$ cat src/rtl/lvds_pkg.sv
// Shared definitions for the LVDS panel path: power FSM states, default panel timing, totals.
// Latency: n/a (declarations only).
// Backpressure: n/a.
package lvds_pkg;

  // Power sequencing states, in power-up order followed by the reverse path.
  typedef enum logic [2:0] {
    OFF     = 3'd0,
    VDD_UP  = 3'd1,
    LINK_UP = 3'd2,
    RUN     = 3'd3,
    LINK_DN = 3'd4,
    VDD_DN  = 3'd5,
    COOL    = 3'd6
  } panelState_t;

  // Default timing for the 1366x768 laptop panel.
  localparam int DEF_H_ACTIVE   = 1366;
  localparam int DEF_H_FRONT    = 48;
  localparam int DEF_H_SYNC     = 32;
  localparam int DEF_H_BACK     = 146;
  localparam int DEF_V_ACTIVE   = 768;
  localparam int DEF_V_FRONT    = 3;
  localparam int DEF_V_SYNC     = 6;
  localparam int DEF_V_BACK     = 29;
  localparam int DEF_T_VDD_LVDS = 2_000_000;
  localparam int DEF_T_LVDS_BL  = 10_000_000;
  localparam int DEF_T_OFF_MIN  = 25_000_000;
  localparam int DEF_CW         = 11;
  localparam int DEF_TW         = 25;

  // Full period of a line (in clocks) or a frame (in lines).
  function automatic int periodTotal(input int active, input int front, input int sync, input int back);
    return active + front + sync + back;
  endfunction

endpackage

$ cat src/rtl/lvds_video_timing.sv
// Video timing generator: h/v counters with registered hsync/vsync/de/frameStart/pixel coordinates.
// Latency: outputs show pixel (0,0) on the same edge that run first samples high; all outputs aligned.
// Backpressure: none; free-running while run=1, held at 0 while run=0.
module lvds_video_timing
  import lvds_pkg::*;
#(
  parameter int H_ACTIVE = DEF_H_ACTIVE,
  parameter int H_FRONT  = DEF_H_FRONT,
  parameter int H_SYNC   = DEF_H_SYNC,
  parameter int H_BACK   = DEF_H_BACK,
  parameter int V_ACTIVE = DEF_V_ACTIVE,
  parameter int V_FRONT  = DEF_V_FRONT,
  parameter int V_SYNC   = DEF_V_SYNC,
  parameter int V_BACK   = DEF_V_BACK,
  parameter int CW       = DEF_CW
) (
  input  logic          pllInClock,
  input  logic          reset,
  input  logic          run,
  output logic          hsync,
  output logic          vsync,
  output logic          de,
  output logic          frameStart,
  output logic [CW-1:0] pixelX,
  output logic [CW-1:0] pixelY
);

  localparam int H_TOT = periodTotal(H_ACTIVE, H_FRONT, H_SYNC, H_BACK);
  localparam int V_TOT = periodTotal(V_ACTIVE, V_FRONT, V_SYNC, V_BACK);

  // hCount/vCount always hold the pixel currently presented on the outputs.
  logic [CW-1:0] hCount, vCount;
  logic [CW-1:0] hNext, vNext;
  logic          running;
  logic          deNext, hsNext, vsNext, fsNext;

  // Advance to the next pixel; the first running cycle presents (0,0) rather than advancing.
  always_comb begin
    hNext  = '0;
    vNext  = '0;
    if (run && running) begin
      if (hCount == CW'(H_TOT - 1)) begin
        hNext = '0;
        vNext = (vCount == CW'(V_TOT - 1)) ? '0 : vCount + 1'b1;
      end else begin
        hNext = hCount + 1'b1;
        vNext = vCount;
      end
    end
    deNext = run && (hNext < CW'(H_ACTIVE)) && (vNext < CW'(V_ACTIVE));
    hsNext = run && (hNext >= CW'(H_ACTIVE + H_FRONT)) && (hNext < CW'(H_ACTIVE + H_FRONT + H_SYNC));
    vsNext = run && (vNext >= CW'(V_ACTIVE + V_FRONT)) && (vNext < CW'(V_ACTIVE + V_FRONT + V_SYNC));
    fsNext = run && (hNext == '0) && (vNext == '0);
  end

  // Register counters and decoded outputs together so everything stays mutually aligned.
  always_ff @(posedge pllInClock or posedge reset) begin
    if (reset) begin
      running    <= 1'b0;
      hCount     <= '0;
      vCount     <= '0;
      hsync      <= 1'b0;
      vsync      <= 1'b0;
      de         <= 1'b0;
      frameStart <= 1'b0;
      pixelX     <= '0;
      pixelY     <= '0;
    end else begin
      running    <= run;
      hCount     <= hNext;
      vCount     <= vNext;
      hsync      <= hsNext;
      vsync      <= vsNext;
      de         <= deNext;
      frameStart <= fsNext;
      pixelX     <= deNext ? hNext : '0;
      pixelY     <= deNext ? vNext : '0;
    end
  end

endmodule

$ cat src/rtl/lvds_panel_sequencer.sv
// LVDS panel controller: VDD -> link -> backlight power sequencing plus video timing generation.
// Latency: panelEn to first enable change is 3 clocks (2-FF sync + registered FSM output).
// Backpressure: none; panelEn is a level request, honoured only at legal sequencing points.
module lvds_panel_sequencer
  import lvds_pkg::*;
#(
  parameter int H_ACTIVE   = DEF_H_ACTIVE,
  parameter int H_FRONT    = DEF_H_FRONT,
  parameter int H_SYNC     = DEF_H_SYNC,
  parameter int H_BACK     = DEF_H_BACK,
  parameter int V_ACTIVE   = DEF_V_ACTIVE,
  parameter int V_FRONT    = DEF_V_FRONT,
  parameter int V_SYNC     = DEF_V_SYNC,
  parameter int V_BACK     = DEF_V_BACK,
  parameter int T_VDD_LVDS = DEF_T_VDD_LVDS,
  parameter int T_LVDS_BL  = DEF_T_LVDS_BL,
  parameter int T_OFF_MIN  = DEF_T_OFF_MIN,
  parameter int CW         = DEF_CW,
  parameter int TW         = DEF_TW
) (
  input  logic          pllInClock,
  input  logic          reset,
  input  logic          panelEn,
  output logic          panelVdd,
  output logic          lvdsEn,
  output logic          backlightEn,
  output logic          panelReady,
  output logic          hsync,
  output logic          vsync,
  output logic          de,
  output logic          frameStart,
  output logic [CW-1:0] pixelX,
  output logic [CW-1:0] pixelY
);

  logic [1:0]    enSync;
  logic          panelEnS;
  panelState_t   state, nextState;
  logic [TW-1:0] timer, timerNext;
  logic          vddNext, lvdsNext, blNext, readyNext;

  // Each state's dwell is timer reload + 1 clocks, since the exit is taken on the cycle timer==0.
  function automatic logic [TW-1:0] reloadFor(input panelState_t s);
    case (s)
      VDD_UP, VDD_DN:   reloadFor = TW'(T_VDD_LVDS - 1);
      LINK_UP, LINK_DN: reloadFor = TW'(T_LVDS_BL - 1);
      COOL:             reloadFor = TW'(T_OFF_MIN - 1);
      default:          reloadFor = '0;
    endcase
  endfunction

  // Two-flop synchroniser for the asynchronous MCU request.
  always_ff @(posedge pllInClock or posedge reset) begin
    if (reset) enSync <= '0;
    else       enSync <= {enSync[0], panelEn};
  end
  assign panelEnS = enSync[1];

  // Next state, timer and enable decode; aborts always fall back onto the reverse path.
  always_comb begin
    nextState = state;
    case (state)
      OFF:     if (panelEnS) nextState = VDD_UP;
      VDD_UP:  if (!panelEnS) nextState = VDD_DN;
               else if (timer == '0) nextState = LINK_UP;
      LINK_UP: if (!panelEnS) nextState = LINK_DN;
               else if (timer == '0) nextState = RUN;
      RUN:     if (!panelEnS) nextState = LINK_DN;
      LINK_DN: if (timer == '0) nextState = VDD_DN;
      VDD_DN:  if (timer == '0) nextState = COOL;
      COOL:    if (timer == '0) nextState = OFF;
      default: nextState = OFF;
    endcase

    if (nextState != state)  timerNext = reloadFor(nextState);
    else if (timer != '0)    timerNext = timer - 1'b1;
    else                     timerNext = timer;

    vddNext   = nextState inside {VDD_UP, LINK_UP, RUN, LINK_DN, VDD_DN};
    lvdsNext  = nextState inside {LINK_UP, RUN, LINK_DN};
    blNext    = (nextState == RUN);
    readyNext = (nextState == RUN);
  end

  // State, timer and registered enables.
  always_ff @(posedge pllInClock or posedge reset) begin
    if (reset) begin
      state       <= OFF;
      timer       <= '0;
      panelVdd    <= 1'b0;
      lvdsEn      <= 1'b0;
      backlightEn <= 1'b0;
      panelReady  <= 1'b0;
    end else begin
      state       <= nextState;
      timer       <= timerNext;
      panelVdd    <= vddNext;
      lvdsEn      <= lvdsNext;
      backlightEn <= blNext;
      panelReady  <= readyNext;
    end
  end

  // Driven from the D side of lvdsEn so timing outputs start and stop on the same edge as lvdsEn.
  lvds_video_timing #(
    .H_ACTIVE (H_ACTIVE),
    .H_FRONT  (H_FRONT),
    .H_SYNC   (H_SYNC),
    .H_BACK   (H_BACK),
    .V_ACTIVE (V_ACTIVE),
    .V_FRONT  (V_FRONT),
    .V_SYNC   (V_SYNC),
    .V_BACK   (V_BACK),
    .CW       (CW)
  ) uTiming (
    .pllInClock (pllInClock),
    .reset      (reset),
    .run        (lvdsNext),
    .hsync      (hsync),
    .vsync      (vsync),
    .de         (de),
    .frameStart (frameStart),
    .pixelX     (pixelX),
    .pixelY     (pixelY)
  );

endmodule
$ cat config.mk
export PLATFORM = sky130hd
export DESIGN_NAME = lvds_panel_sequencer
export DESIGN_NICKNAME = d
export VERILOG_FILES = /design/src/rtl/lvds_pkg.sv /design/src/rtl/lvds_video_timing.sv /design/src/rtl/lvds_panel_sequencer.sv
export SDC_FILE = /design/constraint.sdc
export NUM_CORES = 1
export LEC_CHECK = 0
export ABC_AREA = 1
export BUFFER_PORTS_ARGS = -buffer_cell sky130_fd_sc_hd__buf_4
export CORE_MARGIN = 1.5
export CORE_UTILIZATION = 40
export DETAILED_ROUTE_END_ITERATION = 6
export PLACE_DENSITY = 0.55
export REMOVE_ABC_BUFFERS = 1
export SLEW_MARGIN = 20
export SYNTH_ARGS = -nofsm -noshare
export SYNTH_HDL_FRONTEND = slang
export SYNTH_SLANG_ARGS = --single-unit
$ cat constraint.sdc
create_clock -name pllInClock -period 3.6 [get_ports pllInClock]
set_clock_uncertainty 0.1 [all_clocks]
set_input_delay 0.36 -clock pllInClock [delete_from_list [all_inputs] [get_ports pllInClock]]
set_output_delay 0.36 -clock pllInClock [all_outputs]
set_load 0.01 [all_outputs]
==> flow_summary.rst, run 1 <==
.. list-table::
   :header-rows: 1

   * - Metric
     - Value
   * - Area of combinational cells with multiple inputs
     - 2000 sq um
   * - Number of resized instances in the post-cts repair step
     - 0
   * - Power density over the cells
     - 640 nW/um^2
   * - Deepest clock path buffer count
     - 2
   * - Setup TNS Final
     - 0 ns
   * - DRT antenna net count
     - 0
   * - GP Congestion
     - 0.922
   * - Headroom to the max-slew limit
     - 49.0%
   * - Total count of hold-check failures in the final report
     - 5
   * - Routed wire length
     - 10.5 mm
   * - Starting DRT DRC Count
     - 221
   * - Cell type contributing the most total cell area after synthesis
     - dfrtp_1
   * - Worst reg2reg setup slack
     - 0.37 ns
   * - Number of levels the H-tree was split into
     - 3
   * - Crit path buf inv count
     - 2
   * - Vias post-DR
     - 3,763
   * - First-pass GRT wire length
     - 17.9 mm
   * - Required time of the critical path
     - 3.75 ns
   * - Initial antenna violation count
     - 0
   * - Synth top area cells
     - dfrtp_1 (45%), nand2_1 (7.8%), inv_1 (7.6%)
   * - Top achievable clock speed
     - 310 MHz
   * - Height of the die
     - 109 um
   * - Clock tree from TritonCTS
     - yes
   * - Synthesized area per cell
     - 7.88 sq um
   * - Filler Cell Count
     - 1,080
   * - Cell breakdown of the critical path
     - inv_1 -> ha_1 -> nand2_2 -> nor2_4 -> nand2_4 -> nor2_2 -> nand2_1 -> nand2_1 -> nand2_2 -> nor2_4 -> nand3_4 -> nand2_4 -> nand2_4 -> nor2_4 -> nand2_1 -> nor2_1 -> nor2_1 -> nand2_2 -> buf_12 -> nor2_2
   * - Largest stage delay, worst path
     - 0.37 ns
   * - Via density per instance
     - 4.96
   * - Number of DRC violations after detailed routing
     - 0
   * - DP HPWL
     - 7.83 mm
   * - Run status
     - finished with violations
   * - Buffers added on ports
     - 32
   * - Logic depth of the worst register-to-register path
     - 20
   * - Number of buffers created by CTS
     - 9
   * - Top cell family by delay on the critical path
     - simple AND/OR/NAND/NOR gates
   * - Critical path class
     - flop to flop
   * - Final worst setup slack
     - 0.370 ns
   * - Overall overflow remaining after global route
     - 0
   * - Diode count
     - 0
   * - Startpoint of the worst-slack reg-to-reg timing path
     - timer[0]
   * - Final Cycle Share
     - 89.7%
   * - Number of clock sinks
     - 81
   * - Setup repair after global routing missed its margin
     - false
   * - Die area
     - 11,900 sq um
   * - Portion of the post-synthesis area used by sequential elements
     - 45.2%
   * - Count of boundary I/O pins
     - 33
   * - Critical path peak fanout
     - 13
   * - Synth warn
     - 0
   * - Starting density of the core
     - 41.2%
   * - Class of the worst hold path
     - primary input to asynchronous set/reset pin
   * - Die W
     - 109 um
   * - Final worst path period need
     - 3.23 ns
   * - Gate count after technology mapping
     - 569
   * - Clock tree root buffer cell
     - clkbuf_8
   * - Synth Cell Area
     - 4480 sq um
   * - Worst hold slack
     - -0.0113 ns
   * - Source-to-sink clock delay at the later pin of the worst-skew pair
     - 0.37 ns
   * - Cell Rows
     - 38
   * - Max-cap violations
     - 0
   * - Share of the synthesized area in the top cell type
     - 45.2%
   * - Dpl ws
     - 0.287 ns
   * - Number of global-route vias before repair
     - 3,750
   * - Worst Setup Start Kind
     - flop
   * - Worst flop-to-flop path endpoint
     - uTiming.pixelY[1]
   * - Core region area
     - 10,900 sq um
   * - Number of failing setup endpoints in the final timing report
     - 0
   * - Arrival time reported for the critical path endpoint
     - 3.38 ns
   * - Final net count
     - 620
   * - Clk pin slew, worst setup/hold paths
     - 0.08 ns
   * - Max-slew violation count
     - 0
   * - CP endpoint kind
     - flop
   * - Pin count of the biggest net entering global routing
     - 45
   * - Synth-to-Final Area Change
     - 14.3%
   * - Number of synthesized register bits
     - 81
   * - Crit-path slowest cell
     - dfrtp_1
   * - Sequential cell area in the final layout
     - 2030 sq um
   * - Slew @ Worst Pin
     - 0.765 ns
   * - Global routing usage summed across all routing layers
     - 19.7%
   * - Mean routed wirelength per cell
     - 13.8 um
   * - Ratio of cells with drive above 1 in the final layout
     - 17.2%
   * - DR pass1 iterations
     - 5
   * - Leak Pwr
     - 2.56 nW
   * - VDD IR max
     - 0.233 mV
   * - Violated checks
     - hold timing
   * - Count of unique library cells instantiated by Yosys
     - 44
metrics by stage:
step / power (mW) / hold WS, ns / utilization (%) / cell area, sq um / cells
after detailed placement: 2.58 / 0.236 / 45.0 / 4900 / 740
after global routing: 3.55 / 0.0666 / 47.1 / 5130 / 758
after CTS: 3.31 / 0.0210 / 47.0 / 5120 / 757
after floorplan: 2.14 / 0.231 / - / 4390 / 557
after global placement: 2.55 / 0.242 / 45.0 / 4900 / 740
final: 3.28 / -0.0113 / 47.1 / 5130 / 758
worst reg2reg max path, stage by stage (launching register included):
cell,delay (ns)
dfrtp_1,0.37
inv_1,0.11
ha_1,0.22
nand2_2,0.11
nor2_4,0.18
nand2_4,0.09
nor2_2,0.18
nand2_1,0.07
nand2_1,0.07
nand2_2,0.06
nor2_4,0.18
nand3_4,0.13
nand2_4,0.19
nand2_4,0.12
nor2_4,0.13
nand2_1,0.06
nor2_1,0.14
nor2_1,0.09
nand2_2,0.28
buf_12,0.20
nor2_2,0.05
what timing repair did:
| item | in CTS | in global routing |
|---|---|---|
| hold buffers | 1 | 0 |
| setup buffers | 0 | 1 |
| endpoints found under the setup margin | 0 | 9 |
| hold endpoints to repair | 1 | 0 |
power breakdown:
group | switching (mW) | internal, mW
clock network | 0.342 | 0.387
logic | 0.890 | 0.483
registers | 0.116 | 1.06
kinds of logic (layout without fill, tap and decap cells):
| logic type | after synthesis | in the layout | synth area share [%] |
|---|---|---|---|
| AND/OR/NAND/NOR | 284 | 284 | 30.2 |
| AO/OA/AOI/OAI | 72 | 72 | 9.40 |
| flip-flops | 81 | 81 | 45.2 |
| buffers and inverters | 107 | 156 | 10.1 |
| XOR/XNOR | 20 | 20 | 3.91 |
| adder cells (fa/ha/maj) | 4 | 4 | 1.12 |
| other | 1 | 1 | 0.0836 |
layer usage:
metal / up-vias / global-route usage (%) / wire (um)
met5: - / 0 / 0
met4: 0 / 9.12 / 263
met3: 16 / 2.51 / 402
met2: 94 / 33.8 / 5270
met1: 1764 / 24.5 / 4540
li1: 1889 / - / -
final cells by class:
type,instances,area share (%)
sequential,81,39.5
multi-input combinational,381,39.1
inverter,95,6.98
timing repair buffer,45,6.88
tap,140,3.42
clock buffer,10,2.49
clock inverter,6,1.61
registers in the layout, summed over array words and instances (netlist names):
name / cells
timer: 25
uTiming.hCount: 11
uTiming.pixelX: 11
uTiming.pixelY: 11
uTiming.vCount: 11
state: 3
enSync: 2
panelReady: 1
panelVdd: 1
uTiming.de: 1
uTiming.frameStart: 1
uTiming.hsync: 1
uTiming.running: 1
uTiming.vsync: 1
cells in the mapped netlist, drive strengths merged:
cell     number
a21boi        1
xor2         16
and3          1
nor2        112
or2           3
nand3        26
clkinv        2
a31oi         2
a21oi        29
ha            4
conb          1
o31ai         3
o2bb2ai       1
nor4          5
buf          11
nor3         14
dfrtp        81
o22ai         1
o21a          1
nand4        21
inv          93
nand2       101
a22oi         2
a211oi        2
xnor2         4
a32o          1
o21ai        29
or4           1
clkbuf        1
placed cells by master (no fill, tap or decap), types with 2 or more instances in the layout:
cell type / count
nand2_4: 3
clkbuf_8: 9
a22oi_1: 2
ha_1: 4
nor2_4: 4
nor2_2: 22
a31oi_1: 2
clkinv_1: 2
o21ai_0: 27
nor4_1: 5
inv_2: 2
clkinv_2: 4
nor3_1: 13
nand3_1: 25
or2_2: 3
nand4_1: 19
a21oi_1: 27
nor2_1: 86
bufinv_16: 2
xnor2_1: 4
dfrtp_1: 81
xor2_1: 16
nand2_1: 93
a211oi_1: 2
o31ai_1: 3
inv_1: 90
nand2_2: 5
a21oi_4: 2
buf_4: 43
how the worst max path moves through the flow:
stage	endpoint	depth (start not counted)	slack [ns]	start
5_1_grt	uTiming.pixelY[6]	20	0.07	timer[0]
2_1_floorplan	uTiming.pixelX[10]	17	0.75	timer[0]
6_report	uTiming.pixelY[1]	20	0.37	timer[0]
3_3_place_gp	uTiming.pixelY[0]	18	0.48	timer[0]
3_5_place_dp	uTiming.pixelY[0]	18	0.29	timer[0]
4_1_cts	uTiming.pixelY[0]	18	0.29	timer[0]
(Power assumes the default switching activity.)
==> run 2: changes to the inputs <==
- BUFFER_PORTS_ARGS: -buffer_cell sky130_fd_sc_hd__buf_4 -> default
- DONT_BUFFER_PORTS: default -> 1
- PLACE_DENSITY: 0.55 -> 0.52
- SLEW_MARGIN: 20 -> default
==> run 2 against run 1 <==
  * The run now ends clean
  * Wire length decreased by 0.30%
  * Hold slack better by 0.26 ns
  * Via count down 3.8%
  * Utilization shrank 2.4 points
  * Fmax is 1.7% higher
  * Non-clock buffer count down 31
  * Die area unchanged
  * Power is 3.6% lower
  * First-iteration DRC count is 31% lower
  * Sequential power grew 3%
  * Largest power group unchanged
==> flow_summary.rst, run 2 (synthesis results as in run 1) <==
.. list-table::
   :header-rows: 1

   * - Metric
     - Value
   * - Cell breakdown of the critical path
     - inv_1 -> ha_1 -> nand2_2 -> nor2_4 -> nand2_4 -> nor2_2 -> nand2_1 -> nand2_1 -> nand2_2 -> nor2_4 -> nand3_4 -> nand2_4 -> nand4_1 -> nand2_1 -> nand3_1 -> nand2_4 -> buf_12 -> nor2_1
   * - Worst Setup Start Kind
     - flop
   * - Source-to-sink clock delay at the later pin of the worst-skew pair
     - 0.36 ns (about the same)
   * - Count of boundary I/O pins
     - 33 (unchanged)
   * - Cell Rows
     - 38 (unchanged)
   * - Height of the die
     - 109 um (unchanged)
   * - Number of clock sinks
     - 81 (unchanged)
   * - Crit-path slowest cell
     - dfrtp_1
   * - Max-slew violation count
     - 0 (unchanged)
   * - Headroom to the max-slew limit
     - 56.6% (+7.6 points)
   * - Total count of hold-check failures in the final report
     - 0 (-5)
   * - Global routing usage summed across all routing layers
     - 19.6% (-0.051 points)
   * - Top achievable clock speed
     - 315 MHz (+1.7%)
   * - Count of cell instances traversed by the critical path
     - 18 (-10%)
   * - Power Total
     - 3.16 mW (-3.6%)
   * - Starting DRT DRC Count
     - 152 (-31%)
   * - Number of failing setup endpoints in the final timing report
     - 0 (unchanged)
   * - Die W
     - 109 um (unchanged)
   * - Leak Pwr
     - 2.38 nW (-6.9%)
   * - Arrival time reported for the critical path endpoint
     - 3.33 ns (-0.05 ns)
   * - Clock tree from TritonCTS
     - yes
   * - Top cell family by delay on the critical path
     - simple AND/OR/NAND/NOR gates
   * - Pin count of the biggest net entering global routing
     - 33 (-27%)
   * - Flip-flop count of the largest register, all copies and words added
     - 25 (unchanged)
   * - Run status
     - completed
   * - Overall overflow remaining after global route
     - 0 (unchanged)
   * - Class of the worst hold path
     - flop to flop
   * - Synth-to-Final Area Change
     - 8.51%
   * - Final worst setup slack
     - 0.423 ns (+0.0533 ns)
   * - Most common cell after layout, fill and taps aside
     - nand2_1
   * - DR pass1 iterations
     - 4 (-1)
   * - Source of the critical timing path
     - timer[0]
   * - CP endpoint kind
     - flop
   * - Worst Setup EP
     - uTiming.pixelY[0]
   * - Placed insts
     - 709 (-4.2%)
   * - Ratio of cells with drive above 1 in the final layout
     - 12.4% (-4.7 points)
   * - Clk pin slew, worst setup/hold paths
     - 0.08 ns (about the same)
   * - Core region area
     - 10,900 sq um (unchanged)
   * - Buffers added on ports
     - 0 (-100%)
   * - VDD IR max
     - 0.251 mV (+8.0%)
   * - Register name with the most flops
     - timer
   * - Starting density of the core
     - 41.2% (unchanged)
   * - First-pass GRT wire length
     - 17.9 mm (+0.50%)
   * - Final worst path period need
     - 3.18 ns (-0.0533 ns)
   * - Startpoint of the worst-slack reg-to-reg timing path
     - timer[0]
   * - Power density over the cells
     - 650 nW/um^2 (+1.6%)
   * - Diode count
     - 0 (unchanged)
   * - Vias post-DR
     - 3,619 (-3.8%)
   * - GP Congestion
     - 0.913 (-0.97%)
   * - Logic depth of the worst register-to-register path
     - 18 (-10%)
   * - DP HPWL
     - 7.75 mm (-1.1%)
   * - Number of buffers created by CTS
     - 9 (unchanged)
   * - Die area
     - 11,900 sq um (unchanged)
   * - Number of levels the H-tree was split into
     - 3 (unchanged)
   * - Number of DRC violations after detailed routing
     - 0 (unchanged)
   * - Number of global-route vias before repair
     - 3,751 (+0.027%)
   * - Most frequent cells in the layout
     - nand2_1 (93), inv_1 (90), nor2_1 (86)
   * - Required time of the critical path
     - 3.75 ns (about the same)
   * - Deepest clock path buffer count
     - 2 (unchanged)
   * - DRT antenna net count
     - 0 (unchanged)
   * - Clock tree root buffer cell
     - clkbuf_8
   * - Dpl ws
     - 0.382 ns (+0.0957 ns)
   * - Initial antenna violation count
     - 0 (unchanged)
   * - Via density per instance
     - 4.98 (+0.27%)
   * - Worst flop-to-flop path endpoint
     - uTiming.pixelY[0]
   * - Max-cap violations
     - 0 (unchanged)
   * - Worst reg2reg setup slack
     - 0.42 ns (+0.05 ns)
   * - Largest stage delay, worst path
     - 0.36 ns (about the same)
   * - Worst hold slack
     - 0.252 ns (+0.264 ns)
   * - Final net count
     - 589 (-5.0%)
   * - Routed wire length
     - 10.4 mm (-0.30%)
   * - Slew @ Worst Pin
     - 0.651 ns (-0.114 ns)
   * - Setup TNS Final
     - 0 ns (unchanged)
   * - Setup repair after global routing missed its margin
     - false
   * - Crit path buf inv count
     - 2 (unchanged)
   * - Critical path class
     - flop to flop
   * - Critical path peak fanout
     - 13 (unchanged)
   * - Final Cycle Share
     - 88.3% (-1.5 points)
   * - Final instance count without filler cells
     - 727 (-4.1%)
   * - Mean routed wirelength per cell
     - 14.4 um (+4.0%)
-- run 2: cell count changes in the layout (fill, tap and decap cells not counted), sizes merged --
cell / change
clkinvlp: -1
clkbuf: +3
dlygate4sd3: +1
buf: -32
bufinv: -2
-- run 2: layout make-up --
cell class	instances	area (sq um)
timing repair buffer	14	123
clock inverter	3	15.0
sequential	81	2030
inverter	95	358
tap	140	175
fill	1087	6020
clock buffer	13	159
multi-input combinational	381	2010
-- run 2: stage by stage --
step | instance area [sq um] | util [%]
floorplan | 4390 | -
global placement | 4670 | 42.9
detailed placement | 4670 | 42.9
CTS | 4860 | 44.6
global route | 4870 | 44.7
finish | 4870 | 44.7
-- run 2: worst min path at each step --
stage / start / cells after the start / endpoint / slack, ns
6_report: enSync[0] / 0 / enSync[1] / 0.25
2_1_floorplan: enSync[0] / 0 / enSync[1] / 0.23
3_5_place_dp: reset / 1 / timer[16] / 0.18
3_3_place_gp: reset / 1 / timer[16] / 0.18
5_1_grt: enSync[0] / 0 / enSync[1] / 0.27
4_1_cts: enSync[0] / 0 / enSync[1] / 0.26
-- run 2: metal layers --
layer	part of all wire [%]	GRT usage [%]	wire length, um	vias to the layer above
met3	3.4	4.30	359	15
met2	48	31.7	5020	65
met4	1.8	8.83	189	0
li1	-	-	-	1829
met1	47	25.1	4880	1710
met5	0	0	0	-
-- run 2: worst reg2reg max path, stage by stage (launching register included) --
cell,delay (ns)
dfrtp_1,0.36
inv_1,0.10
ha_1,0.21
nand2_2,0.10
nor2_4,0.19
nand2_4,0.09
nor2_2,0.19
nand2_1,0.07
nand2_1,0.07
nand2_2,0.07
nor2_4,0.19
nand3_4,0.13
nand2_4,0.19
nand4_1,0.22
nand2_1,0.22
nand3_1,0.14
nand2_4,0.20
buf_12,0.18
nor2_1,0.06
-- run 2: report_power, final --
group / internal [mW] / switching, mW / total (mW)
combinational: 0.461 / 0.860 / 1.32
sequential: 1.06 / 0.163 / 1.22
clock: 0.286 / 0.330 / 0.616
-- run 2: what timing repair did --
action	CTS	global route
resized for setup	0	1
setup endpoints to repair	0	3
setup buffers	0	0
hold endpoints to repair	28	0
hold buffers	2	0
